$ cat src/rtl/alu_logic_pkg.sv
// Shared definitions for the ALU bitwise logic path: opcode encodings and
// a width-agnostic evaluation function used by the datapath.
package alu_logic_pkg;

    localparam int LOGIC_OP_W  = 3;
    localparam int LOGIC_MAX_W = 64;

    localparam logic [LOGIC_OP_W-1:0] OP_AND  = 3'd0;
    localparam logic [LOGIC_OP_W-1:0] OP_OR   = 3'd1;
    localparam logic [LOGIC_OP_W-1:0] OP_XOR  = 3'd2;
    localparam logic [LOGIC_OP_W-1:0] OP_NOR  = 3'd3;
    localparam logic [LOGIC_OP_W-1:0] OP_NAND = 3'd4;
    localparam logic [LOGIC_OP_W-1:0] OP_XNOR = 3'd5;
    localparam logic [LOGIC_OP_W-1:0] OP_ANDN = 3'd6;
    localparam logic [LOGIC_OP_W-1:0] OP_PASS = 3'd7;

    // Evaluated at the maximum width; callers keep the low WIDTH bits.
    function automatic logic [LOGIC_MAX_W-1:0] logic_eval(
        input logic [LOGIC_OP_W-1:0]  op,
        input logic [LOGIC_MAX_W-1:0] x,
        input logic [LOGIC_MAX_W-1:0] y
    );
        logic [LOGIC_MAX_W-1:0] r;
        case (op)
            OP_AND:  r = x & y;
            OP_OR:   r = x | y;
            OP_XOR:  r = x ^ y;
            OP_NOR:  r = ~(x | y);
            OP_NAND: r = ~(x & y);
            OP_XNOR: r = ~(x ^ y);
            OP_ANDN: r = x & ~y;
            default: r = x;
        endcase
        return r;
    endfunction

endpackage

$ cat src/rtl/logic_pipe_slice.sv
// One valid/ready register slice. Ready is combinational from downstream so a
// chain of slices sustains one transfer per cycle with no bubbles.
module logic_pipe_slice #(
    parameter int PAYLOAD_W = 8
) (
    input  logic                 clk,
    input  logic                 rst_n,
    input  logic                 in_valid,
    output logic                 in_ready,
    input  logic [PAYLOAD_W-1:0] in_payload,
    output logic                 out_valid,
    input  logic                 out_ready,
    output logic [PAYLOAD_W-1:0] out_payload
);

    logic                 r_valid;
    logic [PAYLOAD_W-1:0] r_payload;

    assign in_ready    = !r_valid || out_ready;
    assign out_valid   = r_valid;
    assign out_payload = r_payload;

    always_ff @(posedge clk or negedge rst_n) begin
        if (!rst_n) begin
            r_valid   <= 1'b0;
            r_payload <= '0;
        end else if (in_ready) begin
            r_valid <= in_valid;
            // Payload only moves with a real transaction so idle cycles keep it.
            if (in_valid) begin
                r_payload <= in_payload;
            end
        end
    end

endmodule

$ cat src/rtl/logic_unit_pipe.sv
// Pipelined eight-function bitwise logic unit with zero/all-ones flags and a
// passthrough tag; result is computed before stage 0, later stages only carry it.
module logic_unit_pipe
    import alu_logic_pkg::*;
#(
    parameter int WIDTH  = 32,
    parameter int STAGES = 2,
    parameter int TAG_W  = 4
) (
    input  logic                  clk,
    input  logic                  rst_n,
    input  logic                  in_valid,
    output logic                  in_ready,
    input  logic [LOGIC_OP_W-1:0] in_op,
    input  logic [WIDTH-1:0]      in_x,
    input  logic [WIDTH-1:0]      in_y,
    input  logic [TAG_W-1:0]      in_tag,
    output logic                  out_valid,
    input  logic                  out_ready,
    output logic [WIDTH-1:0]      out_z,
    output logic                  out_zero,
    output logic                  out_ones,
    output logic [TAG_W-1:0]      out_tag
);

    localparam int PAYLOAD_W = WIDTH + 2 + TAG_W;
    localparam logic [LOGIC_MAX_W-1:0] W_MASK = {LOGIC_MAX_W{1'b1}} >> (LOGIC_MAX_W - WIDTH);

    logic [LOGIC_MAX_W-1:0] w_x_ext;
    logic [LOGIC_MAX_W-1:0] w_y_ext;
    logic [LOGIC_MAX_W-1:0] w_eval;
    logic                   w_zero;
    logic                   w_ones;

    logic                 w_valid   [0:STAGES];
    logic                 w_ready   [0:STAGES];
    logic [PAYLOAD_W-1:0] w_payload [0:STAGES];

    assign w_x_ext = LOGIC_MAX_W'(in_x);
    assign w_y_ext = LOGIC_MAX_W'(in_y);
    assign w_eval  = logic_eval(in_op, w_x_ext, w_y_ext);

    // Flags look only at the live WIDTH bits; bits above WIDTH are masked out.
    assign w_zero = ~|(w_eval & W_MASK);
    assign w_ones = &(w_eval | ~W_MASK);

    assign w_valid[0]      = in_valid;
    assign w_payload[0]    = {w_eval[WIDTH-1:0], w_zero, w_ones, in_tag};
    assign in_ready        = w_ready[0];
    assign w_ready[STAGES] = out_ready;

    for (genvar gi = 0; gi < STAGES; gi++) begin : g_stage
        logic_pipe_slice #(
            .PAYLOAD_W(PAYLOAD_W)
        ) u_slice (
            .clk        (clk),
            .rst_n      (rst_n),
            .in_valid   (w_valid[gi]),
            .in_ready   (w_ready[gi]),
            .in_payload (w_payload[gi]),
            .out_valid  (w_valid[gi+1]),
            .out_ready  (w_ready[gi+1]),
            .out_payload(w_payload[gi+1])
        );
    end

    assign out_valid = w_valid[STAGES];
    assign {out_z, out_zero, out_ones, out_tag} = w_payload[STAGES];

endmodule
$ cat config.mk
export PLATFORM = sky130hd
export DESIGN_NAME = logic_unit_pipe
export DESIGN_NICKNAME = d
export VERILOG_FILES = /design/src/rtl/alu_logic_pkg.sv /design/src/rtl/logic_pipe_slice.sv /design/src/rtl/logic_unit_pipe.sv
export SDC_FILE = /design/constraint.sdc
export NUM_CORES = 1
export LEC_CHECK = 0
export ABC_AREA = 1
export CAP_MARGIN = 20
export CORE_ASPECT_RATIO = 1.2
export CORE_MARGIN = 5
export CORE_UTILIZATION = 50
export DETAILED_ROUTE_END_ITERATION = 7
export PLACE_DENSITY = 0.76
export SYNTH_ARGS = -nofsm -noshare
export SYNTH_HDL_FRONTEND = slang
export SYNTH_SLANG_ARGS = --single-unit
$ cat constraint.sdc
create_clock -name clk -period 4.2 [get_ports clk]
set_input_delay 0.42 -clock clk [delete_from_list [all_inputs] [get_ports clk]]
set_output_delay 0.42 -clock clk [all_outputs]
set_load 0.02 [all_outputs]
==> flow_metrics.tcl <==
set metrics [dict create \
    n_fill_cell 1349 \
    clockBufferDepth 2 \
    fin_setup_tns_ns 0 \
    seq_area_frac_synth_pct 27.21 \
    min_period_ns 2.834 \
    die_width_um 119.4 \
    power.density_mw_per_mm2 334.0 \
    max_slew_margin_pct 33.36 \
    hold_viol 0 \
    dr.pass1.iters 5 \
    syn_avg_cell_area_um2 6.612 \
    ant_nets 0 \
    wl_per_cell_um 14.03 \
    min_period_over_period_pct 67.49 \
    drv_cap 0 \
    grtUsageTotal_pct 22.44 \
    tightest_slew_ns 0.9960 \
    grt_pass1_vias 6623 \
    p_seq_share_pct 35.4 \
    ctsHoldBuffers 0 \
    num_rows 48 \
    critPathKind "primary input to flop" \
    vdd_drop_max_mv 0.1837 \
    final-setup-viol-count 0 \
    dieArea_mm2 0.01685 \
    yosysWarnings 0 \
    diodes 0 \
    synth-seq-cells 78 \
    clock_skew_ns 0.003801 \
    p_leak_nw 4.779 \
    initial_core_util_pct 50.40 \
    drive_gt1_share_pct 5.093 \
    combPwrFrac_pct 38.3 \
    wirelength_um 18980 \
    p_switching_w 0.0009932 \
    syn_area_mm2 0.007174 \
    gp_congestion 0.9200 \
    cp-start-kind "primary input" \
    viasPerCell 5.156 \
    hpwl_um 13940 \
    synthToLayoutAreaGrowth_pct 21.82 \
    p_int_w 0.001925 \
    nets 1344 \
    grt_max_degree 85 \
    top_level_ports 115 \
    postSynthCellCount 1085 \
    slew_violations 0 \
    drt_iter0_markers 544 \
    path_clk_slew_ns 0.06 \
    syn_nets 1256 \
    setup_slack_ns 1.366 \
    cp.required_ns 4.47 \
    vias 6976 \
    cts_tree "yes" \
    root_buffer "clkbuf_16" \
    cp.arrival_ns 3.10 \
    antenna_found_initial 0 \
    worstPathMaxFanout 20 \
    post_cts_buffers 0 \
    clock-sinks 78 \
    grt_overflow 0 \
    ys_types 16 \
    rsz0062_at_grt "false" \
    cts_resized 0 \
    clock_latency_ns 0.33 \
    htreeDepth 3 \
    die_y_um 141.2 \
    post-route-util_pct 61.40 \
    core_mm2 0.01423 \
    worstHoldPathType "primary input to async pin" \
    power.share.clock_pct 26.3 \
    timing.fmax_ghz 0.3528 \
    status "completed" \
    drc 0 \
    cts_buffers 9 \
    sw_frac_of_total_pct 34.03 \
    grt_pass1_wl_um 31140 \
    endpoint_kind "flop" \
    port-buffer-count 114 \
    post-place-ws_ns 1.060 \
]
[worst max-delay path: stages]
cell             delay, ns
clkdlybuf4s50_1       0.75
buf_4                 0.34
nand2_1               0.10
nor2_2                0.65
nand2_1               0.09
o21ai_0               0.11
nor2_1                0.06
nand2_1               0.05
nand2_1               0.10
nor2_1                0.14
nand2_1               0.06
nor2_1                0.10
nand3_1               0.08
nand2_1               0.06
[power groups by stage]
stage | registers [W] | clock network, W | logic, W
2_1_floorplan | 0.00118 | 0 | 0.000472
3_3_place_gp | 0.00104 | 0 | 0.00110
3_5_place_dp | 0.00105 | 0 | 0.00112
4_1_cts | 0.00104 | 0.000789 | 0.00113
5_1_grt | 0.00106 | 0.000818 | 0.00122
6_report | 0.00103 | 0.000768 | 0.00112
[Yosys cell counts, drive strengths merged]
cell type,count,share of area [%]
buf,26,1.6
clkbuf,26,1.4
dfrtp,78,27
ha,96,17
inv,157,8.2
mux2,23,3.6
nand2,321,17
nand3,76,5.3
nand3b,35,3.7
nand4,43,3.7
nor2,144,7.6
nor3,3,0.21
o21ai,57,4.0
[logic make-up (layout without fill, tap and decap cells)]
group           after synthesis  in the layout  synth area share (%)
simple gates                622            622                 37.29
mux                          23             23                 3.610
flops                        78             78                 27.21
buf+inv                     209            302                 11.18
fa+ha+maj                    96             96                 16.74
compound gates               57             57                 3.976
[state kept, by name, indices dropped and copies added (netlist names)]
register                     count
g_stage.u_slice.out_payload     76
g_stage.u_slice.out_valid        2
[path summary, 6_finish.rpt]
kind,from,end,slack (ns),cells past startpoint
worst max-delay path,in_op[1],g_stage[0].u_slice.out_payload[4]$_DFFE_PN0P_,1.37,14
worst min-delay path,rst_n,g_stage[1].u_slice.out_payload[12]$_DFFE_PN0P_,0.23,1
worst max register to register,g_stage[1].u_slice.out_valid$_DFFE_PN0P_,g_stage[1].u_slice.out_payload[26]$_DFFE_PN0P_,2.46,3
worst min register to register,g_stage[0].u_slice.out_payload[18]$_DFFE_PN0P_,g_stage[0].u_slice.out_payload[18]$_DFFE_PN0P_,0.48,2
max in group asynchronous,rst_n,g_stage[1].u_slice.out_payload[0]$_DFFE_PN0P_,3.34,1
min in group clk,g_stage[0].u_slice.out_payload[18]$_DFFE_PN0P_,g_stage[0].u_slice.out_payload[18]$_DFFE_PN0P_,0.48,2
[cells in the final DEF (no fill, tap or decap)]
master | Yosys | final
nand2_2 | 0 | 1
inv_1 | 156 | 156
nor2_2 | 1 | 4
buf_4 | 0 | 16
ha_1 | 96 | 96
nand4_1 | 43 | 43
mux2_2 | 23 | 23
inv_2 | 1 | 1
clkbuf_16 | 0 | 9
nor3_1 | 3 | 3
nor2_1 | 143 | 140
buf_2 | 14 | 1
nand3_1 | 76 | 76
clkdlybuf4s50_1 | 0 | 112
bufinv_16 | 0 | 1
nand2_1 | 321 | 320
clkinvlp_4 | 0 | 1
o21ai_0 | 57 | 57
nand3b_1 | 35 | 35
clkinv_2 | 0 | 1
clkbuf_8 | 0 | 2
clkbuf_1 | 26 | 2
dfrtp_1 | 78 | 78
[metal layers]
layer	share of wire [%]	vias up	track usage, %
li1	-	3563	-
met1	44	3146	28.94
met2	48	239	38.79
met3	6.6	28	3.531
met4	1.8	0	6.755
met5	0	-	0
[metrics by stage]
| step | total power [W] | cells | hold slack (ns) | instance area [um^2] |
|---|---|---|---|---|
| after floorplan | 0.001653 | 1085 | 0.1244 | 7174 |
| after global placement | 0.002138 | 1337 | 0.4606 | 8437 |
| after detailed placement | 0.002169 | 1337 | 0.4645 | 8437 |
| after CTS | 0.002953 | 1353 | 0.2634 | 8740 |
| after global routing | 0.003101 | 1353 | 0.3197 | 8740 |
| final | 0.002919 | 1353 | 0.2332 | 8740 |
[cell type report]
cell class	instances	area [um^2]	share of cell area (%)
Clock buffer	13	260.3	2.978
Clock inverter	3	42.54	0.4868
Inverter	157	589.3	6.743
Multi-Input combinational cell	798	4431	50.69
Sequential cell	78	1952	22.33
Tap cell	175	219.0	2.505
Timing Repair Buffer	129	1246	14.26
Power figures use the tool's default switching activity.
